### src/rtl/edge_detect_mc.sv
// Multi-channel edge detector: per-channel synchroniser, glitch filter,
// registered rise/fall pulses and mode-qualified sticky flags with an OR'd irq.
`timescale 1ns/1ps
module edge_detect_mc #(
  parameter int unsigned WIDTH       = 8,
  parameter int unsigned SYNC_STAGES = 2,
  parameter int unsigned FILT_LEN    = 4,
  parameter bit          INIT_LVL    = 1'b0
) (
  input  logic             clk,
  input  logic             rst_n,
  input  logic [WIDTH-1:0] D_signal,
  input  logic [1:0]       edge_sel,
  input  logic [WIDTH-1:0] flag_clr,
  output logic [WIDTH-1:0] pos_edge,
  output logic [WIDTH-1:0] neg_edge,
  output logic [WIDTH-1:0] level,
  output logic [WIDTH-1:0] flag,
  output logic             irq
);

  localparam int unsigned      CNT_W    = (FILT_LEN > 1) ? $clog2(FILT_LEN) : 1;
  localparam logic [CNT_W-1:0] CNT_MAX  = CNT_W'(FILT_LEN - 1);
  localparam logic [WIDTH-1:0] INIT_VEC = {WIDTH{INIT_LVL}};

  logic [SYNC_STAGES-1:0][WIDTH-1:0] sync_q;
  logic [WIDTH-1:0]                  s;
  logic [WIDTH-1:0]                  lvl_q;
  logic [WIDTH-1:0]                  lvl_d;
  logic [WIDTH-1:0][CNT_W-1:0]       cnt_q;
  logic [WIDTH-1:0][CNT_W-1:0]       cnt_d;
  logic [WIDTH-1:0]                  pos_d;
  logic [WIDTH-1:0]                  neg_d;
  logic [WIDTH-1:0]                  flag_d;

  assign s = sync_q[SYNC_STAGES-1];

  // Synchroniser chain; stage 0 samples the raw pins.
  always_ff @(posedge clk or negedge rst_n) begin
    if (!rst_n) begin
      sync_q <= {SYNC_STAGES{INIT_VEC}};
    end else begin
      sync_q <= {sync_q[SYNC_STAGES-2:0], D_signal};
    end
  end

  // Filter next state; an edge is the cycle the accepted level flips.
  always_comb begin
    lvl_d = lvl_q;
    cnt_d = cnt_q;
    pos_d = '0;
    neg_d = '0;
    for (int unsigned i = 0; i < WIDTH; i++) begin
      if (s[i] == lvl_q[i]) begin
        cnt_d[i] = '0;
      end else if (cnt_q[i] == CNT_MAX) begin
        lvl_d[i] = s[i];
        cnt_d[i] = '0;
        pos_d[i] = s[i];
        neg_d[i] = ~s[i];
      end else begin
        cnt_d[i] = cnt_q[i] + CNT_W'(1);
      end
    end
    // Set has priority over clear.
    flag_d = (flag & ~flag_clr)
           | (pos_d & {WIDTH{edge_sel[0]}})
           | (neg_d & {WIDTH{edge_sel[1]}});
  end

  always_ff @(posedge clk or negedge rst_n) begin
    if (!rst_n) begin
      lvl_q    <= INIT_VEC;
      cnt_q    <= '0;
      pos_edge <= '0;
      neg_edge <= '0;
      flag     <= '0;
    end else begin
      lvl_q    <= lvl_d;
      cnt_q    <= cnt_d;
      pos_edge <= pos_d;
      neg_edge <= neg_d;
      flag     <= flag_d;
    end
  end

  assign level = lvl_q;
  assign irq   = |flag;

endmodule

### config.mk
export PLATFORM = sky130hd
export DESIGN_NAME = edge_detect_mc
export DESIGN_NICKNAME = d
export VERILOG_FILES = /design/src/rtl/edge_detect_mc.sv
export SDC_FILE = /design/constraint.sdc
export NUM_CORES = 1
export LEC_CHECK = 0
export ABC_AREA = 1
export BUFFER_PORTS_ARGS = -buffer_cell sky130_fd_sc_hd__clkbuf_2
export CAP_MARGIN = 0
export CORE_ASPECT_RATIO = 1.1
export CORE_MARGIN = 5
export CORE_UTILIZATION = 35
export CTS_CLUSTER_DIAMETER = 200
export DETAILED_ROUTE_END_ITERATION = 8
export GPL_TIMING_DRIVEN = 0
export PLACE_DENSITY = 0.66
export SYNTH_ARGS = -nofsm -noshare
export SYNTH_HDL_FRONTEND = slang
export SYNTH_SLANG_ARGS = --single-unit
export TNS_END_PERCENT = 50
### constraint.sdc
create_clock -name clk -period 3.2 [get_ports clk]
set_input_delay 0.32 -clock clk [delete_from_list [all_inputs] [get_ports clk]]
set_output_delay 0.32 -clock clk [all_outputs]
set_load 0.01 [all_outputs]
### After elaboration in Yosys (flattened, before gate mapping)

Index checks and enable logic that the tools add are counted.

* reduce and logical (&&, ||, !) cells: 9
* eq/ne operators: 16
* bitwise logic cells: 22
* $add $sub $neg: 8
* multiplexer cells: 48

Operator list (count)
* 1-bit 2-to-1 mux: 32
* 2-bit 2-to-1 mux: 16
* 8-bit bitwise AND: 3
* 2-bit by 1-bit adder with 2-bit output (second input constant): 8
* 2-bit equality test (second input constant): 8
* 1-bit inverter: 16
* 8-bit OR: 2
* 2-bit AND reduction: 8
* 1-bit equality test: 8
* 8-bit inverter: 1
* 8-bit OR reduction: 1

* output and inout bits: 33
* bits of input ports: 20
* word-level logic and storage cells: 124
* bits in registers: 64

### Logic depth before layout (Yosys ltp)

Gate-level depths: netlist of the first run.

* depth after elaboration: 6
* depth in mapped cells: 3
* gate-level depth less buffers: 3

### Worst setup path before layout of the first run

No wires, ideal clock.

* path kind: register -> register
* from: register cnt_q[14] (netlist name)
* to: register cnt_q[14] (netlist name)
* required time: 3.128 ns
* clock period less this slack: 1.003 ns
* library setup time: 0.072 ns
* path slack: 2.197 ns
* stages on the path, launching flop included: 4
* path buffers: 0
* arrival time: 0.931 ns
* cell sequence: dfrtp_1 -> ha_1 -> or2_2 -> nor2_1

RTL lines
* start: declaration: RTL line 30 `logic [WIDTH-1:0][CNT_W-1:0] cnt_q;`
* start signal: assignment: RTL line 80 `cnt_q <= cnt_d;`

### Worst setup path in the final report of the first run

* from: register flag[7]
* to: output irq

* longest elaborated chain between the ends: 1

RTL lines
* start: declaration: RTL line 18 `output logic [WIDTH-1:0] flag,`
* start signal: assignment: RTL line 83 `flag <= flag_d;`
* 8-bit OR reduction: RTL line 88 `assign irq = |flag;`
* end: declaration: RTL line 19 `output logic irq`

Every way passes these cells.

==> results of run 1 <==
[critical path: cells and delay by family (launching register included)]
| kind | cells | cell delay [ns] |
|---|---|---|
| flip-flops | 1 | 0.40 |
| buffers and inverters | 1 | 0.15 |
| AND/OR/NAND/NOR | 2 | 0.32 |
[synth_stat cells (all sizes together)]
cell	number	area, um^2
dfrtp	64	1600
inv	37	139
nor2	31	116
nand4	17	106
nand2	14	52.6
nor3	10	50.1
ha	9	113
nand3	8	40.0
or2	8	50.1
xnor2	8	70.1
a21oi	5	25.0
o21ai	3	15.0
buf	2	10.0
[layout make-up]
class	instances	area, um^2
Buffer	2	10.0
Multi-Input combinational cell	113	638
Clock buffer	12	155
Clock inverter	1	5.00
Sequential cell	64	1600
Tap cell	82	103
Timing Repair Buffer	50	253
Fill cell	632	3730
Inverter	37	139
[sequential cells by signal (all words and copies together), names as in the netlist]
signal and cells:
cnt_q 16, flag 8, level 8, neg_edge 8, pos_edge 8, s 8, sync_q 8
[worst min path at each step]
stage,startpoint,end,slack [ns]
2_1_floorplan,rst_n,cnt_q[0]$_DFF_PN0_,0.02
3_3_place_gp,sync_q[5]$_DFF_PN0_,s[5]$_DFF_PN0_,0.33
3_5_place_dp,sync_q[7]$_DFF_PN0_,s[7]$_DFF_PN0_,0.33
4_1_cts,D_signal[7],sync_q[7]$_DFF_PN0_,0.07
5_1_grt,D_signal[0],sync_q[0]$_DFF_PN0_,0.06
6_report,D_signal[0],sync_q[0]$_DFF_PN0_,0.09
[metrics by stage]
step | worst slack [ns] | utilization, % | area (um^2)
after floorplan | 2.20 | - | 2390
after global placement | 1.43 | 41.3 | 2740
after detailed placement | 2.00 | 41.4 | 2740
after CTS | 1.62 | 43.8 | 2900
after global routing | 1.60 | 43.8 | 2900
final | 1.69 | 43.8 | 2900
[routing by layer]
layer | up-vias | global-route usage (%)
met1 | 772 | 13.1
met2 | 39 | 18.3
li1 | 808 | -
met3 | 12 | 4.84
met5 | - | 0
met4 | 0 | 6.63
[kinds of logic after synthesis]
logic type	Yosys count	synth area share [%]
and+or+nand+nor	88	17.4
DFF	64	67.1
buffers and inverters	39	6.23
adders and majority gates	9	4.71
AOI/OAI and AO/OA	8	1.68
xor gates and xnor gates	8	2.93
[report_power, final]
| group | internal [uW] | leakage, uW | switching (uW) |
|---|---|---|---|
| combinational | 240 | 0.000666 | 309 |
| clock | 309 | 0.0000842 | 265 |
| sequential | 976 | 0.000819 | 132 |
==> summary.txt, run 1 <==
Clock network
  – CTS tree: built
  – Hold Buf Count CTS: 0
  – Post-CTS Setup Inserts: 0
  – CTS max path bufs: 2
  – CTS root buf: clkbuf_8
  – CTS clock-pin slew for the worst setup and hold paths: 0.06 ns
  – Num CTS Buffers: 9
  – H-tree Lvls: 3
  – CTS Sinks: 64
  – Resized Gates After CTS: 0
  – Worst skew pair latency: 0.33 ns

Floorplan
  – Die H: 96.6 um
  – Initial Utilization: 36.0%
  – Placement row count: 31
  – I/O pin cnt: 53
  – Die ar.: 8580 um^2
  – Core area: 6630 um^2
  – Die width: 88.8 um

STA
  – Final Cycle Share: 47.3%
  – Setup_tns: 0 ns
  – # setup viols final: 0
  – RSZ-0062 raised after global routing: false
  – Measured slew at the worst slew-check pin: 0.843 ns
  – Min Hold Slack: 0.0911 ns
  – Hold Vio Cnt, Final: 0
  – Slew HR: 43.8%
  – Final Max Slew Viols: 0
  – Clock Skew: 0.00432 ns
  – Fin crit period: 1.51 ns
  – Fmax: 0.661 GHz

Detailed routing
  – DR iter-0 viols: 93
  – Wl on met1: 1.87 mm
  – Met2 Wirelength: 2.06 mm
  – DR WL/cell: 12.0 um
  – Residual DRC: 0
  – ANT nets after route: 0
  – Vias per cell: 4.52
  – Uppermost layer routed: met4
  – DR vias: 1631
  – Post-Route WL: 4.33 mm
  – Met3 WL: 294 um
  – Initial DRT Pass Iterations: 4

Cells and area
  – Share of cells above drive strength 1: 23.3%
  – Finished Layout Cells: 361
  – Syn-to-layout area delta: 21.6%
  – Most common cell after layout, fill and taps aside: dfrtp_1
  – Fin nets: 306
  – Most frequent cells in the layout: 64 x dfrtp_1, 49 x clkbuf_2, 37 x inv_1
  – Diode count: 0

Critical path
  – Worst setup EP type: primary output
  – Critical path data required time: 2.88 ns
  – CP Class: register to primary output
  – CP Max Fanout: 3
  – CP Launch Point: flag[7]$_DFF_PN0_
  – Crit start category: register
  – Worst reg-to-reg setup slack: 2.14 ns
  – Worst Reg-to-Reg Cells: 3
  – Max incr delay on CP: 0.40 ns
  – CP Cell Sequence: nor2_1 > nand4_1 > clkbuf_2
  – Worst Setup EP: irq
  – Arr. time, crit path: 1.19 ns
  – Critical path's slowest cell: dfrtp_1
  – Reg-to-reg endpoint: cnt_q[14]$_DFF_PN0_
  – Reg-to-reg startpoint: cnt_q[14]$_DFF_PN0_

Placed design
  – GPL Wtd Cong: 0.806
  – Post-DP HPWL: 3.09 mm
  – IO Port Bufs: 50
  – Placed Cells: 348

Synth
  – Cell count after synthesis: 216
  – Post-Syn Nets: 245
  – Flops & latches, synth: 64
  – Mean Syn Cell Area: 11.1 um^2
  – Unique masters post-synth: 14
  – Post-synthesis cell area: 2390 um^2
  – Sequential share of the synthesized area: 67.1%
  – YS warnings: 0

Flow run
  – Max cap viols: 0

Global routing
  – Initial antenna violation count: 0
  – First-pass GRT wire length: 7.52 mm
  – Largest net degree at the start of global routing: 65
  – Gr usage total: 11.7%
  – Vias in the first global route: 1690
  – Global route overflow: 0

Min path
  – Hold Crit Class: primary input to register
  – Hold depth: 1

Pwr
  – Pwr dens: 768 nW/um^2
  – Power, Total: 2230 uW
  – Worst vdd ir: 291 uV
  – Leakage: 0.00157 uW

Run status
  – Outcome: finished clean
(Power assumes the default switching activity.)
==> inputs of run 2 (changes only) <==
--- a/config.mk
+++ b/config.mk
@@ -5,7 +5,7 @@
 export SDC_FILE = /design/constraint.sdc
 export NUM_CORES = 1
 export LEC_CHECK = 0
-export ABC_AREA = 1
+export ABC_AREA = 0
 export BUFFER_PORTS_ARGS = -buffer_cell sky130_fd_sc_hd__clkbuf_2
 export CAP_MARGIN = 0
 export CORE_ASPECT_RATIO = 1.1
==> constraint.sdc (replaced) <==
create_clock -name clk -period 1.4 [get_ports clk]
set_input_delay 0.14 -clock clk [delete_from_list [all_inputs] [get_ports clk]]
set_output_delay 0.14 -clock clk [all_outputs]
set_load 0.01 [all_outputs]
==> summary.txt, run 2 <==
Critical path
  – CP Cell Sequence: nor4_2 > nand2_1 > clkbuf_2
  – CP Max Fanout: 3
  – Arr. time, crit path: 1.23 ns
  – CP Class: register to primary output
  – Top Family by Delay on Critical Path: flip-flops
  – Crit start category: register
  – Critical path data required time: 1.26 ns
  – Worst setup EP type: primary output
  – Critical path's slowest cell: dfrtp_1
  – Max incr delay on CP: 0.40 ns
  – Crit path buf inv count: 1

Placed design
  – IO Port Bufs: 50
  – GPL Wtd Cong: 0.709
  – Post-DP HPWL: 2.64 mm

Global routing
  – Gr usage total: 10.6%
  – First-pass GRT wire length: 6.51 mm
  – Vias in the first global route: 1355
  – Global route overflow: 0
  – Largest net degree at the start of global routing: 65
  – Initial antenna violation count: 0

Detailed routing
  – DR WL/cell: 12.7 um
  – Residual DRC: 0
  – Initial DRT Pass Iterations: 4
  – Post-Route WL: 3.82 mm
  – DR vias: 1354
  – Vias per cell: 4.51
  – ANT nets after route: 0
  – DR iter-0 viols: 23

Synth
  – Area share of the largest cell type after synthesis: 70.7%
  – Flops & latches, synth: 64
  – EDFF count, synth: 0
  – Post-Syn Nets: 174
  – Most used DFF post-synth: dfrtp_1
  – Cell count after synthesis: 145
  – Leading area contributor after synthesis: dfrtp_1
  – Async set or reset register ratio after synthesis: 100%
  – Unique masters post-synth: 17
  – Most common cell in the synthesized netlist: dfrtp_1
  – YS warnings: 0
  – Largest cells by area after synthesis: dfrtp_1 71%, and3b_1 5.4%, ha_1 5.0%
  – Top cells by count, synth: 64 x dfrtp_1, 15 x nor2b_1, 14 x and3b_1
  – Mean Syn Cell Area: 15.6 um^2
  – Sequential share of the synthesized area: 70.7%
  – Post-synthesis cell area: 2260 um^2

Cells and area
  – Fin nets: 244
  – Most frequent cells in the layout: 64 x dfrtp_1, 49 x clkbuf_2, 15 x nor2b_1
  – Syn-to-layout area delta: 31.9%
  – Max FFs per register: 16
  – Biggest register: cnt_q
  – Diode count: 0
  – Share of cells above drive strength 1: 31.8%
  – Filler cells: 562
  – Most common cell after layout, fill and taps aside: dfrtp_1

Pwr
  – Pwr dens: 1900 nW/um^2
  – Comb pwr share: 19.1%
  – Power, Total: 5670 uW
  – Sequential power share: 44.4%
  – Worst vdd ir: 917 uV
  – Sw frac: 25.5%
  – Clock Power Share: 36.4%
  – P_int: 4220 uW
  – Sw Pwr: 1450 uW
  – Leakage: 0.00157 uW

Clock network
  – CTS max path bufs: 2
  – CTS root buf: clkbuf_8
  – CTS Sinks: 64
  – Worst skew pair latency: 0.33 ns
  – H-tree Lvls: 3
  – CTS clock-pin slew for the worst setup and hold paths: 0.07 ns
  – Num CTS Buffers: 9
  – CTS tree: built

Floorplan
  – Die H: 94.4 um
  – I/O pin cnt: 53
  – Die width: 86.7 um
  – Initial Utilization: 36.3%
  – Core area: 6230 um^2
  – Die ar.: 8180 um^2
  – Placement row count: 30

Flow run
  – Max cap viols: 0

STA
  – Final Cycle Share: 98.2%
  – Hold Vio Cnt, Final: 0
  – Fmax: 0.727 GHz
  – Final Max Slew Viols: 0
  – Measured slew at the worst slew-check pin: 0.819 ns
  – Clock Skew: 0.00579 ns
  – # setup viols final: 0
  – Slew HR: 45.4%
  – Fin crit period: 1.37 ns
  – Setup_tns: 0 ns
  – RSZ-0062 raised after global routing: true

Min path
  – Hold Crit Class: primary input to register

Run status
  – Outcome: finished clean
==> run 2: cell count changes after synthesis, moves of 12 or more <==
cell and delta:
and3b_1 +14, inv_1 -35, nand2_1 -12, nand4_1 -17, nor2_1 -30, nor2b_1 +15
==> run 2: through the flow <==
| stage | hold WS, ns | cells | instance area [um^2] | setup WS, ns | util (%) |
|---|---|---|---|---|---|
| floorplan | -0.156 | 145 | 2260 | 0.180 | - |
| global placement | 0.250 | 275 | 2620 | -0.164 | 42.0 |
| detailed placement | 0.250 | 275 | 2620 | 0.120 | 42.0 |
| CTS | 0.0887 | 300 | 2980 | 0.00237 | 47.9 |
| global route | 0.0805 | 300 | 2990 | -0.100 | 48.0 |
| finish | 0.0987 | 300 | 2990 | 0.0254 | 48.0 |
==> run 2: metal layers <==
layer	share of wire, %	GRT usage [%]
met5	0	0
met4	1.8	5.84
met3	8.5	4.19
met2	45	15.6
met1	45	13.2
==> run 2: cells by family after synthesis <==
| family | synth area share (%) |
|---|---|
| DFF | 70.7 |
| and+or+nand+nor | 13.3 |
| AOI/OAI and AO/OA | 3.76 |
| adders and majority gates | 4.97 |
| xor gates and xnor gates | 3.09 |
| muxes | 3.48 |
| buffers and inverters | 0.718 |
==> run 2: power by group through the flow <==
stage / clock network [uW] / registers [uW] / logic [uW]
after floorplan: 0 / 2580 / 614
after global placement: 0 / 2530 / 1060
after detailed placement: 0 / 2550 / 1080
after CTS: 2120 / 2520 / 1120
after global routing: 2220 / 2580 / 1250
final: 2070 / 2520 / 1080
==> run 2: timing repair <==
action,4_1_cts,5_1_grt
pin swaps,0,0
hold buffers,9,0
endpoints found under the setup margin,1,1
endpoints found under the hold margin,72,0
buffers inserted,0,0
gates resized for setup,1,1
==> run 2: cell type report <==
cell class | instances | area (um^2) | area share, %
inverters | 2 | 7.51 | 0.251
clock buffers | 10 | 138 | 4.61
well taps | 80 | 100 | 3.35
plain buffers | 2 | 8.76 | 0.293
multi-input cells | 77 | 659 | 22.1
clock inverters | 6 | 130 | 4.36
repair buffers | 59 | 343 | 11.5
flip-flops and latches | 64 | 1600 | 53.6
==> run 2: worst register-to-register path, delay by kind of cell (launching register included) <==
kind                     cells  cell delay, ns
AND/OR/NAND/NOR              1            0.21
adder cells (fa/ha/maj)      1            0.24
flip-flops                   1            0.38
AO/OA/AOI/OAI                1            0.34
==> run 2: final timing paths <==
kind,from,to,cells after the start,slack (ns)
hold reg to reg,sync_q[5]$_DFF_PN0_,s[5]$_DFF_PN0_,0,0.35
max in group asynchronous,rst_n,flag[0]$_DFF_PN0_,2,0.39
setup reg to reg,cnt_q[4]$_DFF_PN0_,flag[2]$_DFF_PN0_,3,0.11
setup / recovery,flag[6]$_DFF_PN0_,irq,3,0.03
hold / removal,flag_clr[0],flag[0]$_DFF_PN0_,3,0.1
min in group asynchronous,rst_n,neg_edge[2]$_DFF_PN0_,2,0.49
